--- config.mk ---
export PLATFORM = sky130hd
export DESIGN_NAME = path_stack_flat
export DESIGN_NICKNAME = d
export VERILOG_FILES = /design/src/rtl/maze_pkg.sv /design/src/rtl/path_stack_if.sv /design/src/rtl/stackMem.sv /design/src/rtl/path_stack.sv /design/src/flat_wrapper.sv
export SDC_FILE = /design/constraint.sdc
export NUM_CORES = 1
export LEC_CHECK = 0
export CORE_MARGIN = 5
export CORE_UTILIZATION = 50
export CTS_CLUSTER_DIAMETER = 200
export CTS_CLUSTER_SIZE = 16
export DETAILED_ROUTE_END_ITERATION = 10
export PLACE_DENSITY = 0.64
export REMOVE_ABC_BUFFERS = 1
export SYNTH_ARGS = -nofsm -noshare
export SYNTH_HDL_FRONTEND = slang
export SYNTH_HIERARCHICAL = 1
export SYNTH_SLANG_ARGS = --single-unit
--- constraint.sdc ---
create_clock -name clk -period 4.15 [get_ports clk]
set_input_delay 0.83 -clock clk [delete_from_list [all_inputs] [get_ports clk]]
set_output_delay 0.83 -clock clk [all_outputs]
set_load 0.01 [all_outputs]
--- src/rtl/maze_pkg.sv ---
// maze_pkg: direction encoding, stack sizing and FSM states shared by the maze solver blocks.
package maze_pkg;

    localparam int MAX_DEPTH = 256;
    localparam int DIR_W = 2;
    localparam int CW = $clog2(MAX_DEPTH + 1);

    localparam logic [DIR_W-1:0] DIR_YM = 2'b00;
    localparam logic [DIR_W-1:0] DIR_XP = 2'b01;
    localparam logic [DIR_W-1:0] DIR_XM = 2'b10;
    localparam logic [DIR_W-1:0] DIR_YP = 2'b11;

    typedef enum logic [1:0] {IDLE, REPLAY, DONE} state_t;

    // Opposite moves are bitwise complements in this encoding.
    function automatic logic [DIR_W-1:0] revDir(input logic [DIR_W-1:0] d);
        return ~d;
    endfunction

endpackage

--- src/rtl/path_stack_if.sv ---
// path_stack_if: push/pop, status and replay signals of the path stack.
interface path_stack_if import maze_pkg::*; #(
    parameter int DEPTH = MAX_DEPTH,
    parameter int DW = DIR_W
);
    localparam int CNT_W = $clog2(DEPTH + 1);

    logic             clr;
    logic             push;
    logic             pop;
    logic [DW-1:0]    dirIn;
    logic [DW-1:0]    topDir;
    logic [DW-1:0]    backDir;
    logic [CNT_W-1:0] count;
    logic             empty;
    logic             full;
    logic             err;
    logic             replayStart;
    logic             replayNext;
    logic [DW-1:0]    dirOut;
    logic             replayValid;
    logic             replayDone;

    modport master (
        output clr, push, pop, dirIn, replayStart, replayNext,
        input  topDir, backDir, count, empty, full, err, dirOut, replayValid, replayDone
    );

    modport slave (
        input  clr, push, pop, dirIn, replayStart, replayNext,
        output topDir, backDir, count, empty, full, err, dirOut, replayValid, replayDone
    );
endinterface

--- src/rtl/stackMem.sv ---
// stackMem: register file with one synchronous write port and two combinational read ports.
module stackMem #(
    parameter int DEPTH = 256,
    parameter int DW = 2,
    parameter int AW = $clog2(DEPTH)
) (
    input  logic          clk,
    input  logic          we,
    input  logic [AW-1:0] waddr,
    input  logic [DW-1:0] wdata,
    input  logic [AW-1:0] top_addr,
    output logic [DW-1:0] top_data,
    input  logic [AW-1:0] rep_addr,
    output logic [DW-1:0] rep_data
);
    logic [DW-1:0] mem [DEPTH];

    always_ff @(posedge clk)
        if (we) mem[waddr] <= wdata;

    assign top_data = mem[top_addr];
    assign rep_data = mem[rep_addr];
endmodule

--- src/rtl/path_stack.sv ---
// path_stack: LIFO of committed maze moves with backtrack readout and bottom-to-top replay.
module path_stack import maze_pkg::*; #(
    parameter int DEPTH = MAX_DEPTH,
    parameter int DW = DIR_W
) (
    input logic            clk,
    input logic            rst,
    path_stack_if.slave    bus
);
    localparam int AW = $clog2(DEPTH);
    localparam int CNT_W = $clog2(DEPTH + 1);

    state_t           state, state_nx;
    logic [CNT_W-1:0] count, count_nx;
    logic [AW-1:0]    rp, rp_nx;
    logic             err, err_nx;
    logic             we;
    logic [AW-1:0]    waddr;
    logic [AW-1:0]    top_idx;
    logic [DW-1:0]    top_data, rep_data;
    logic             empty, full;

    assign empty = count == '0;
    assign full = count == CNT_W'(DEPTH);
    assign top_idx = AW'(count - 1'b1);

    stackMem #(.DEPTH(DEPTH), .DW(DW), .AW(AW)) u_mem (
        .clk(clk),
        .we(we),
        .waddr(waddr),
        .wdata(bus.dirIn),
        .top_addr(top_idx),
        .top_data(top_data),
        .rep_addr(rp),
        .rep_data(rep_data)
    );

    always_ff @(posedge clk or negedge rst)
        if (!rst) begin
            state <= IDLE;
            count <= '0;
            rp <= '0;
            err <= 1'b0;
        end else if (bus.clr) begin
            state <= IDLE;
            count <= '0;
            rp <= '0;
            err <= 1'b0;
        end else begin
            state <= state_nx;
            count <= count_nx;
            rp <= rp_nx;
            err <= err_nx;
        end

    // replayStart outranks push/pop; a simultaneous push&pop on a non-empty stack rewrites the top.
    always_comb begin
        state_nx = state;
        count_nx = count;
        rp_nx = rp;
        err_nx = err;
        we = 1'b0;
        waddr = count[AW-1:0];
        case (state)
            IDLE:
                if (bus.replayStart) begin
                    state_nx = empty ? DONE : REPLAY;
                    rp_nx = '0;
                end else if (bus.push && bus.pop && !empty) begin
                    we = !bus.clr;
                    waddr = top_idx;
                end else if (bus.push) begin
                    err_nx = err | full;
                    we = !full && !bus.clr;
                    count_nx = full ? count : count + 1'b1;
                end else if (bus.pop) begin
                    err_nx = err | empty;
                    count_nx = empty ? count : count - 1'b1;
                end
            REPLAY:
                if (bus.replayNext) begin
                    state_nx = rp == top_idx ? DONE : REPLAY;
                    rp_nx = rp == top_idx ? rp : rp + 1'b1;
                end
            default: state_nx = IDLE;
        endcase
    end

    assign bus.count = count;
    assign bus.empty = empty;
    assign bus.full = full;
    assign bus.err = err;
    assign bus.topDir = empty ? '0 : top_data;
    assign bus.backDir = empty ? '0 : revDir(top_data);
    assign bus.replayValid = state == REPLAY;
    assign bus.dirOut = state == REPLAY ? rep_data : '0;
    assign bus.replayDone = state == DONE;
endmodule
--- src/flat_wrapper.sv ---
// flat-port wrapper written by rule: the top's interface ports become plain ports
module path_stack_flat import maze_pkg::*;
#(
    parameter int DEPTH = MAX_DEPTH,
    parameter int DW = DIR_W
)
  (clk, rst, bus_clr, bus_push, bus_pop, bus_dirIn, bus_replayStart, bus_replayNext, bus_topDir, bus_backDir, bus_count, bus_empty, bus_full, bus_err, bus_dirOut, bus_replayValid, bus_replayDone);
  path_stack_if #(.DEPTH(DEPTH), .DW(DW)) bus_i ();
  input logic clk;
  input logic rst;
  input wire logic [$bits(bus_i.clr)-1:0] bus_clr;
  input wire logic [$bits(bus_i.push)-1:0] bus_push;
  input wire logic [$bits(bus_i.pop)-1:0] bus_pop;
  input wire logic [$bits(bus_i.dirIn)-1:0] bus_dirIn;
  input wire logic [$bits(bus_i.replayStart)-1:0] bus_replayStart;
  input wire logic [$bits(bus_i.replayNext)-1:0] bus_replayNext;
  output wire logic [$bits(bus_i.topDir)-1:0] bus_topDir;
  output wire logic [$bits(bus_i.backDir)-1:0] bus_backDir;
  output wire logic [$bits(bus_i.count)-1:0] bus_count;
  output wire logic [$bits(bus_i.empty)-1:0] bus_empty;
  output wire logic [$bits(bus_i.full)-1:0] bus_full;
  output wire logic [$bits(bus_i.err)-1:0] bus_err;
  output wire logic [$bits(bus_i.dirOut)-1:0] bus_dirOut;
  output wire logic [$bits(bus_i.replayValid)-1:0] bus_replayValid;
  output wire logic [$bits(bus_i.replayDone)-1:0] bus_replayDone;
  assign bus_i.clr = bus_clr;
  assign bus_i.push = bus_push;
  assign bus_i.pop = bus_pop;
  assign bus_i.dirIn = bus_dirIn;
  assign bus_i.replayStart = bus_replayStart;
  assign bus_i.replayNext = bus_replayNext;
  assign bus_topDir = bus_i.topDir;
  assign bus_backDir = bus_i.backDir;
  assign bus_count = bus_i.count;
  assign bus_empty = bus_i.empty;
  assign bus_full = bus_i.full;
  assign bus_err = bus_i.err;
  assign bus_dirOut = bus_i.dirOut;
  assign bus_replayValid = bus_i.replayValid;
  assign bus_replayDone = bus_i.replayDone;
  path_stack #(.DEPTH(DEPTH), .DW(DW)) u_core (.clk(clk), .rst(rst), .bus(bus_i));
endmodule
# == After elaboration in Yosys (flattened, before gate mapping) ==
# Memories as Yosys holds them, arrays and structs flattened.
# Cells that the tools add are included.
# op_classes
n_addsub,3
bitwise,3
n_mux,37
n_reduce_logical,15
n_eq_ne,11
# op_table
cell,count
$mux W9,8
$mux W8,7
$mux W2,8
$pmux W8 S2,1
$ne A3 B3 Y1 const B,5
$mux W1,12
$add A9 B1 Y9 const B,1
$eq A9 B9 Y1 const B,1
$logic_not A9 Y1,1
$sub A9 B1 Y9 const B,1
$add A8 B1 Y8 const B,1
$eq A8 B8 Y1,1
$reduce_and A4 Y1,2
$reduce_and A6 Y1,1
$reduce_bool A3 Y1,2
$ne A2 B2 Y1 const B,2
$pmux W2 S2,1
$logic_and A1 B1 Y1,3
$logic_not A1 Y1,3
$eq A2 B1 Y1 const B,1
$eq A2 B2 Y1 const B,1
$logic_not A2 Y1,1
$not A2 Y2,1
$or A1 B1 Y1,2
2 further kinds,2
# totals
output_inout_bits,20
mem_bits_rw,512
ff_bits,20
word_cells,74
input_bits,9
memories,1
# memory_table
name,words,width,read_ports,rd_ports_with_merged_regs,write_ports,line,rtl
u_core.u_mem.mem,256,2,2,0,1,stackMem.sv:16,logic [DW-1:0] mem [DEPTH];

# == Logic depth before layout (Yosys ltp) ==
# Gate-level depths: netlist of run 1.
# logic_depth
word_depth,9
depth_mapped,14

# == Cells and area by module ==
# The synthesis of run 1 kept the hierarchy.
# modules_own_cells
module,cells_per_inst,n_inst,area_each_um2,seq_area_each_um2
stackMem,1651,1,25662.1,15374.7
path_stack,235,1,1859.3,500.5

# == Least setup slack after synthesis of run 1 ==
# No wires, ideal clock.
# synth_timing
kind,register to output
from,reg u_core.count[2] (netlist: u_core/bus.count[2])
to,out bus_backDir[0]
path_stages_with_launch,14
slack_ps,416
t_required_ps,3320
arrival_time_ps,2904
n_path_buf,5
cell_sequence,dfrtp_1 > buf_6 > or3_1 > buf_2 > xnor2_1 > buf_2 > buf_2 > buf_2 > mux2i_1 > nor2_1 > o41ai_1 > a2bb2oi_1 > and4_1 > nor2_1
# synth_between
elab_chain_len,4
word_cells_on_any_way,5
cone_classes,1 x add/sub; 1 x mux; 1 x bitwise; 1 x reduce/logical; 1 x memory
# synth_lines
item,line,rtl
from (decl),path_stack.sv:14,"logic [CNT_W-1:0] count, count_nx;"
from (signal assigned),path_stack.sv:51,count <= count_nx;
$sub A9 B1 Y9,path_stack.sv:25,assign top_idx = AW'(count - 1'b1);
named net u_core.top_idx[3],path_stack.sv:19,logic [AW-1:0] top_idx;
$mem_v2 Z256 W2,n/a,
named net u_core.top_data[0],path_stack.sv:20,"logic [DW-1:0] top_data, rep_data;"
$not A2 Y2,maze_pkg.sv:17,return ~d;
$mux W2,path_stack.sv:94,assign bus.backDir = empty ? '0 : revDir(top_data);
to (decl),flat_wrapper.sv:18,output wire logic [$bits(bus_i.backDir)-1:0] bus_backDir;
# The timed path passes the listed nets, and every way through them passes these cells.

# == Final worst setup path of run 1 ==
# layout_timing
from,reg u_core.count[0] (netlist: u_core/bus.count[0])
to,out bus_topDir[1]
# layout_between
elab_chain_len,3
word_cells_on_any_way,4
cone_classes,1 x add/sub; 1 x mux; 1 x reduce/logical; 1 x memory
# layout_lines
item,line,rtl
$sub A9 B1 Y9,path_stack.sv:25,
named net u_core.top_idx[0],path_stack.sv:19,
$mem_v2 Z256 W2,n/a,
named net u_core.top_data[1],path_stack.sv:20,
$mux W2,path_stack.sv:93,assign bus.topDir = empty ? '0 : top_data;
to (decl),flat_wrapper.sv:17,output wire logic [$bits(bus_i.topDir)-1:0] bus_topDir;
# The timed path passes the listed nets, and every way through them passes these cells.

==> impl_metrics.ini, run 1 <==
[outcome]
run_status = finished with violations
violations = setup timing

[drt]
viasPerCell = 6.77
drt_iter0_markers = 2328
first_pass_iters = 6
totalWireLength_mm = 83.4
ant_nets = 0
wl_per_cell_um = 30.1
route.detailed.drc = 0
via_count = 18800

[grt]
grt_pass1_vias = 18600
grt_max_degree = 113
grt.total_usage_pct = 27.4
grt_overflow = 0
grt_pass1_wl_mm = 122
antenna_found_initial = 0

[floorplan]
num_rows = 86
dieWidth_um = 245
die_h_um = 245
ioPinCount = 29
core_area_sq_um = 54800
initial_core_util_pct = 50.2
die_area_sq_um = 59800

[critical_path]
worst_ep_required_time_ns = 3.32
r2r-end = u_core/u_mem/mem[199][1]$_DFFE_PP_
critPathLaunchType = flop
path_max_fanout = 6
critical_path.endpoint_type = primary output
crit_type = reg -> out
r2r-start = u_core/bus.count[2]$_DFFE_PN0P_
max_stage_delay_ns = 0.43
cp_slowest_cell = dfrtp_2
crit_arrival_ns = 3.59
reg2reg_slack_ns = 0.34
crit_chain = inv_8 > ha_4 > inv_8 > buf_12 > buf_16 > nand3b_1 > buf_4 > buf_6 > buf_16 > o22a_1 > o2111ai_2 > o41a_1 > a2bb2oi_2 > and4_4 > nor2b_4 > buf_6
rr_worst_depth = 11

[finish]
mostFrequentLayoutCells = edfxtp_1, nor2_1, buf_4
fin_nets = 2067
syn_to_final_growth_pct = 17.4
antenna_cells = 0
final_common_cell = edfxtp_1
drive_above_1_share_pct = 30.4
nFillCells = 4128

[hold_path]
worstHoldStart = u_core/bus.err$_DFFE_PN0P_
holdPathStages = 2
hold_path_class = reg -> reg
holdPathEnd = u_core/bus.err$_DFFE_PN0P_

[timing]
finalHoldViolCount = 0
slew_headroom_pct = 23.1
worst-slew-pin-transition_ns = 1.15
finClkSkew_ns = 0.0245
setup_viol = 4
final_max_slew_viol_count = 0
max_freq_ghz = 0.226
fin_crit_sh_pct = 106
hold_ws_ns = 0.528
final.min_clock_period_ns = 4.42
rsz0062_at_grt = true
setup_slack_ns = -0.269

[synthesis]
synthFlopType = edfxtp_1
async_flop_share_pct = 3.76
ys_types = 76
syn_area_per_cell_sq_um = 14.6
synth_cells = 1886
syn_area_sq_um = 27500
synth_seq_cells = 532
ys_seq_area_share_pct = 57.7
yosys_warnings = 6
synth_edf_count = 512

[power_and_ir_drop]
switching_power_uw = 7450
p_int_uw = 13000
p_per_area_nw_per_um2 = 633
power_leakage_uw = 0.0107
peakVddDrop_mv = 0.464
power.share.sequential_pct = 29.1
switching_share_pct = 36.4
clockPowerShare_pct = 17.8
pwr-share-comb_pct = 53.1

[clocking]
cts_tree = yes
cts_buffer_depth = 3
clockRootBuffer = clkbuf_16
clkTransAtPathRegs_ns = 0.08
clk_latency_ns = 0.58
htreeDepth = 2
holdBufCountCts = 0
cts_sinks = 532
cts_made_buffers = 39

[placed_design]
gp_congestion = 0.956
io_buffer_count = 28
dpl_worst_slack_ns = -0.357
dp_hpwl_mm = 54.7

[job]
maxCapViolCount = 0
## flip-flops by register name, summed over array words and instances, names as in the netlist
name / flops
u_core/state: 2
u_core/rp: 8
u_core/bus.count: 9
u_core/u_mem/mem: 512
u_core/bus.err: 1
## cell families (layout without fill, tap and decap cells)
kind of cell	after synthesis	count (layout)	share of synthesized area, %
xor gates and xnor gates	27	27	0.914
and+or+nand+nor	543	543	8.83
muxes	379	379	22.6
AOI/OAI and AO/OA	226	226	5.93
adders and majority gates	4	4	0.182
DFF	532	532	57.7
buffers and inverters	175	359	3.83
## final cells by class
class / instances / area [sq um] / area share (%)
repair inverters: 1 / 11.3 / 0.0348
flip-flops and latches: 532 / 15900 / 49.2
multi-input cells: 1179 / 11200 / 34.8
well taps: 704 / 881 / 2.73
repair buffers: 288 / 3120 / 9.66
inverters: 13 / 66.3 / 0.205
clock inverters: 1 / 16.3 / 0.0503
clock buffers: 56 / 1080 / 3.35
## power by group through the flow
stage                     combinational (uW)  clock (uW)  sequential, uW
after floorplan                         5250           0            6250
after global placement                  8650           0            6080
after detailed placement                8700           0            6080
after CTS                              10300        3690            5970
after global routing                   11300        3890            5970
final                                  10900        3640            5960
## routing by layer
layer  vias up  GRT usage, %  part of all wire [%]
li1       7815             -                     -
met1      9682          39.0                    39
met2      1146          42.7                    46
met3       148          5.48                    11
met4         0          10.2                   3.6
met5         -             0                     0
## per-stage QoR
stage          instance area, sq um  std cells  setup TNS (ns)  utilization [%]  power, uW
2_1_floorplan                 26500       1724        -1905.81                -      11500
3_3_place_gp                  29800       2662           -1.05             54.3      14700
3_5_place_dp                  29800       2662           -1.33             54.3      14800
4_1_cts                       31900       2758          -0.860             58.3      20000
5_1_grt                       32300       2774           -1.22             59.0      21100
6_report                      32300       2774          -0.869             59.0      20500
## synth_stat cells (all sizes together) (4+ instances only)
library cell  count  share of area (%)
a211oi           16               0.47
a21oi            41               0.75
a22oi            10               0.27
a31o              7               0.22
a31oi             8               0.18
a32oi             4               0.13
a41oi             9               0.29
and2              4              0.091
and3              5               0.11
buf              77                2.5
clkbuf           85                1.2
clkinv            4              0.055
dfrtp            20                1.8
edfxtp          512                 56
ha                4               0.18
inv               9               0.12
mux2              5               0.20
mux2i           184                6.7
mux4            190                 16
nand2            67               0.91
nand2b            7               0.16
nand3            38               0.69
nand3b            8               0.22
nand4            14               0.32
nor2            318                4.3
nor2b            19               0.43
nor3             20               0.36
nor3b             4               0.13
nor4             17               0.43
o2111ai           4               0.13
o211ai            4               0.11
o21ai            25               0.45
o221ai           30                1.0
o22a              8               0.25
o22ai            31               0.70
o31ai             6               0.21
o41ai             4               0.13
or3               7               0.18
xnor2            19               0.60
xor2              7               0.22
## how the worst max path moves through the flow
stage | startpoint | to | slack [ns] | depth (start not counted)
floorplan | u_core/bus.count[0]$_DFFE_PN0P_ | bus_topDir[0] | -7.41 | 10
detailed placement | u_core/bus.count[0]$_DFFE_PN0P_ | bus_backDir[1] | -0.36 | 13
global placement | u_core/bus.count[0]$_DFFE_PN0P_ | bus_backDir[1] | -0.31 | 13
CTS | u_core/bus.count[1]$_DFFE_PN0P_ | bus_topDir[1] | -0.27 | 12
finish | u_core/bus.count[0]$_DFFE_PN0P_ | bus_topDir[1] | -0.27 | 16
global route | u_core/bus.count[1]$_DFFE_PN0P_ | bus_topDir[1] | -0.37 | 16
## timing repair
action / in CTS / in global routing
endpoints found under the setup margin: 6 / 6
resized for setup: 151 / 48
buffers inserted: 33 / 18
cloned: 9 / 1
pin swaps: 37 / 31
## critical path, delay by kind of cell, from the launching register on
family	cells	cell delay, ns
DFF	1	0.43
buffers and inverters	8	0.91
AOI/OAI and AO/OA	4	0.70
and+or+nand+nor	3	0.65
adders and majority gates	1	0.30
(Power assumes the default switching activity.)
==> run 2, diff against run 1 <==
--- a/config.mk
+++ b/config.mk
@@ -11,6 +11,7 @@
 export CTS_CLUSTER_SIZE = 16
 export DETAILED_ROUTE_END_ITERATION = 10
 export PLACE_DENSITY = 0.64
+export RECOVER_POWER = 100
 export REMOVE_ABC_BUFFERS = 1
 export SYNTH_ARGS = -nofsm -noshare
 export SYNTH_HDL_FRONTEND = slang
==> impl_metrics.ini, run 2 (synthesis results as in run 1) <==
[outcome]
run_status = finished with violations
violations = capacitance limit, slew limit, setup timing

[power_and_ir_drop]
power_leakage_uw = 0.0106
clockPowerShare_pct = 17.9
p_per_area_nw_per_um2 = 636
peakVddDrop_mv = 0.465
p_int_uw = 13000
power.share.sequential_pct = 29.3
switching_power_uw = 7450
switching_share_pct = 36.5
pwr-share-comb_pct = 52.9

[job]
maxCapViolCount = 3

[critical_path]
critical_path.endpoint_type = primary output
crit_arrival_ns = 3.60
crit_type = reg -> out
path_max_fanout = 11
worst_ep_required_time_ns = 3.32
critPathLaunchType = flop

[finish]
largest_register_ffs = 512
layoutNonFillerInstCount = 2774
mostFrequentLayoutCells = edfxtp_1, nor2_1, mux4_2
reg_top3 = u_core/u_mem/mem (512), u_core/bus.count (9), u_core/rp (8)
nFillCells = 4156
antenna_cells = 0
final_common_cell = edfxtp_1
utilization_pct = 58.6
drive_above_1_share_pct = 29.8
fin_nets = 2067
largest_register = u_core/u_mem/mem
syn_to_final_growth_pct = 16.6

[clocking]
cts_made_buffers = 39
clk_latency_ns = 0.59
cts_tree = yes
cts_sinks = 532
clkTransAtPathRegs_ns = 0.08
holdBufCountCts = 0
htreeDepth = 2
clockRootBuffer = clkbuf_16
cts_buffer_depth = 3

[placed_design]
placedCellCount = 2662
gp_congestion = 0.956
dp_hpwl_mm = 54.7
io_buffer_count = 28
dpl_worst_slack_ns = -0.357

[timing]
slew_headroom_pct = -55.2
max_freq_ghz = 0.226
setup_viol = 4
final.min_clock_period_ns = 4.43
worst-slew-pin-transition_ns = 2.33
finalHoldViolCount = 0
fin_crit_sh_pct = 107
rsz0062_at_grt = true
finClkSkew_ns = 0.0288
setup_slack_ns = -0.284
final_max_slew_viol_count = 228

[grt]
grt_pass1_vias = 18600
grt_pass1_wl_mm = 122
grt.total_usage_pct = 27.4
grt_overflow = 0
grt_max_degree = 113
antenna_found_initial = 0

[drt]
viasPerCell = 6.80
first_pass_iters = 6
totalWireLength_mm = 83.3
route.detailed.drc = 0
via_count = 18900
wl_per_cell_um = 30.0
drt_iter0_markers = 2288
ant_nets = 0

[floorplan]
die_area_sq_um = 59800
dieWidth_um = 245
initial_core_util_pct = 50.2
core_area_sq_um = 54800
num_rows = 86
die_h_um = 245
ioPinCount = 29

[hold_path]
hold_path_class = reg -> reg
## run 2: cell types whose count changed in the layout (fill, tap and decap cells not counted)
| cell | previous run | this run |
|---|---|---|
| buf_12 | 41 | 32 |
| clkbuf_2 | 0 | 18 |
| clkbuf_4 | 0 | 3 |
| buf_2 | 3 | 4 |
| clkdlybuf4s50_1 | 20 | 9 |
| o21ai_1 | 7 | 6 |
| buf_6 | 22 | 20 |
| buf_4 | 186 | 161 |
| o21ai_0 | 15 | 16 |
| clkbuf_1 | 15 | 29 |
| dlygate4sd3_1 | 0 | 11 |
## run 2: per-stage QoR
step | setup TNS (ns) | instance area, sq um | hold slack, ns | power, uW
floorplan | -1905.81 | 26500 | 0.534 | 11500
global placement | -1.05 | 29800 | 0.483 | 14700
detailed placement | -1.33 | 29800 | 0.509 | 14800
CTS | -0.860 | 31900 | 0.529 | 20000
global route | -1.68 | 32100 | 0.556 | 21100
finish | -0.944 | 32100 | 0.519 | 20400
## run 2: layout make-up
cell class                 count  area (sq um)  share of cell area, %
sequential                   532         15900                   49.5
timing repair buffer         288          2900                   9.04
tap                          704           881                   2.74
clock buffer                  56          1080                   3.37
clock inverter                 1          16.3                 0.0507
multi-input combinational   1179         11200                   35.1
timing repair inverter         1          11.3                 0.0351
inverter                      13          66.3                  0.207
## run 2: timing repair
action | 4_1_cts | 5_1_grt
gates resized for setup | 151 | 48
cloned | 9 | 1
setup endpoints to repair | 6 | 6
pin swaps | 37 | 31
setup buffers | 33 | 18
## run 2: final timing paths
check,startpoint,to,slack [ns],cells after the start
max,u_core/bus.count[0]$_DFFE_PN0P_,bus_topDir[1],-0.28,13
min,u_core/bus.err$_DFFE_PN0P_,u_core/bus.err$_DFFE_PN0P_,0.52,2
max reg2reg,u_core/bus.count[2]$_DFFE_PN0P_,u_core/u_mem/mem[83][0]$_DFFE_PP_,0.05,11
min reg2reg,u_core/bus.err$_DFFE_PN0P_,u_core/bus.err$_DFFE_PN0P_,0.52,2
max in group asynchronous,rst,u_core/rp[1]$_DFFE_PN0P_,2.52,1
min in group asynchronous,rst,u_core/state[1]$_DFFE_PN0P_,0.88,1
## run 2: layer usage
layer  share of wire (%)  global-route usage (%)
met5                   0                       0
met4                 3.9                    10.2
met2                  46                    42.7
met1                  39                    39.0
met3                  10                    5.48
## run 2: power groups by stage
stage | clock network [uW] | logic (uW) | registers [uW]
final | 3640 | 10800 | 5970
after global routing | 3890 | 11200 | 5980
after CTS | 3690 | 10300 | 5970
after detailed placement | 0 | 8700 | 6080
after global placement | 0 | 8650 | 6080
after floorplan | 0 | 5250 | 6250
## run 2: worst max-delay path: stages, from the launching register on
cell	delay (ns)
dfrtp_2	0.46
inv_8	0.08
ha_1	0.21
clkbuf_4	0.16
nor3b_4	0.23
xnor2_2	0.18
buf_12	0.21
buf_4	0.20
mux4_2	0.36
nand2_1	0.10
nand4_1	0.25
and4_4	0.33
nor2b_4	0.13
buf_6	0.11
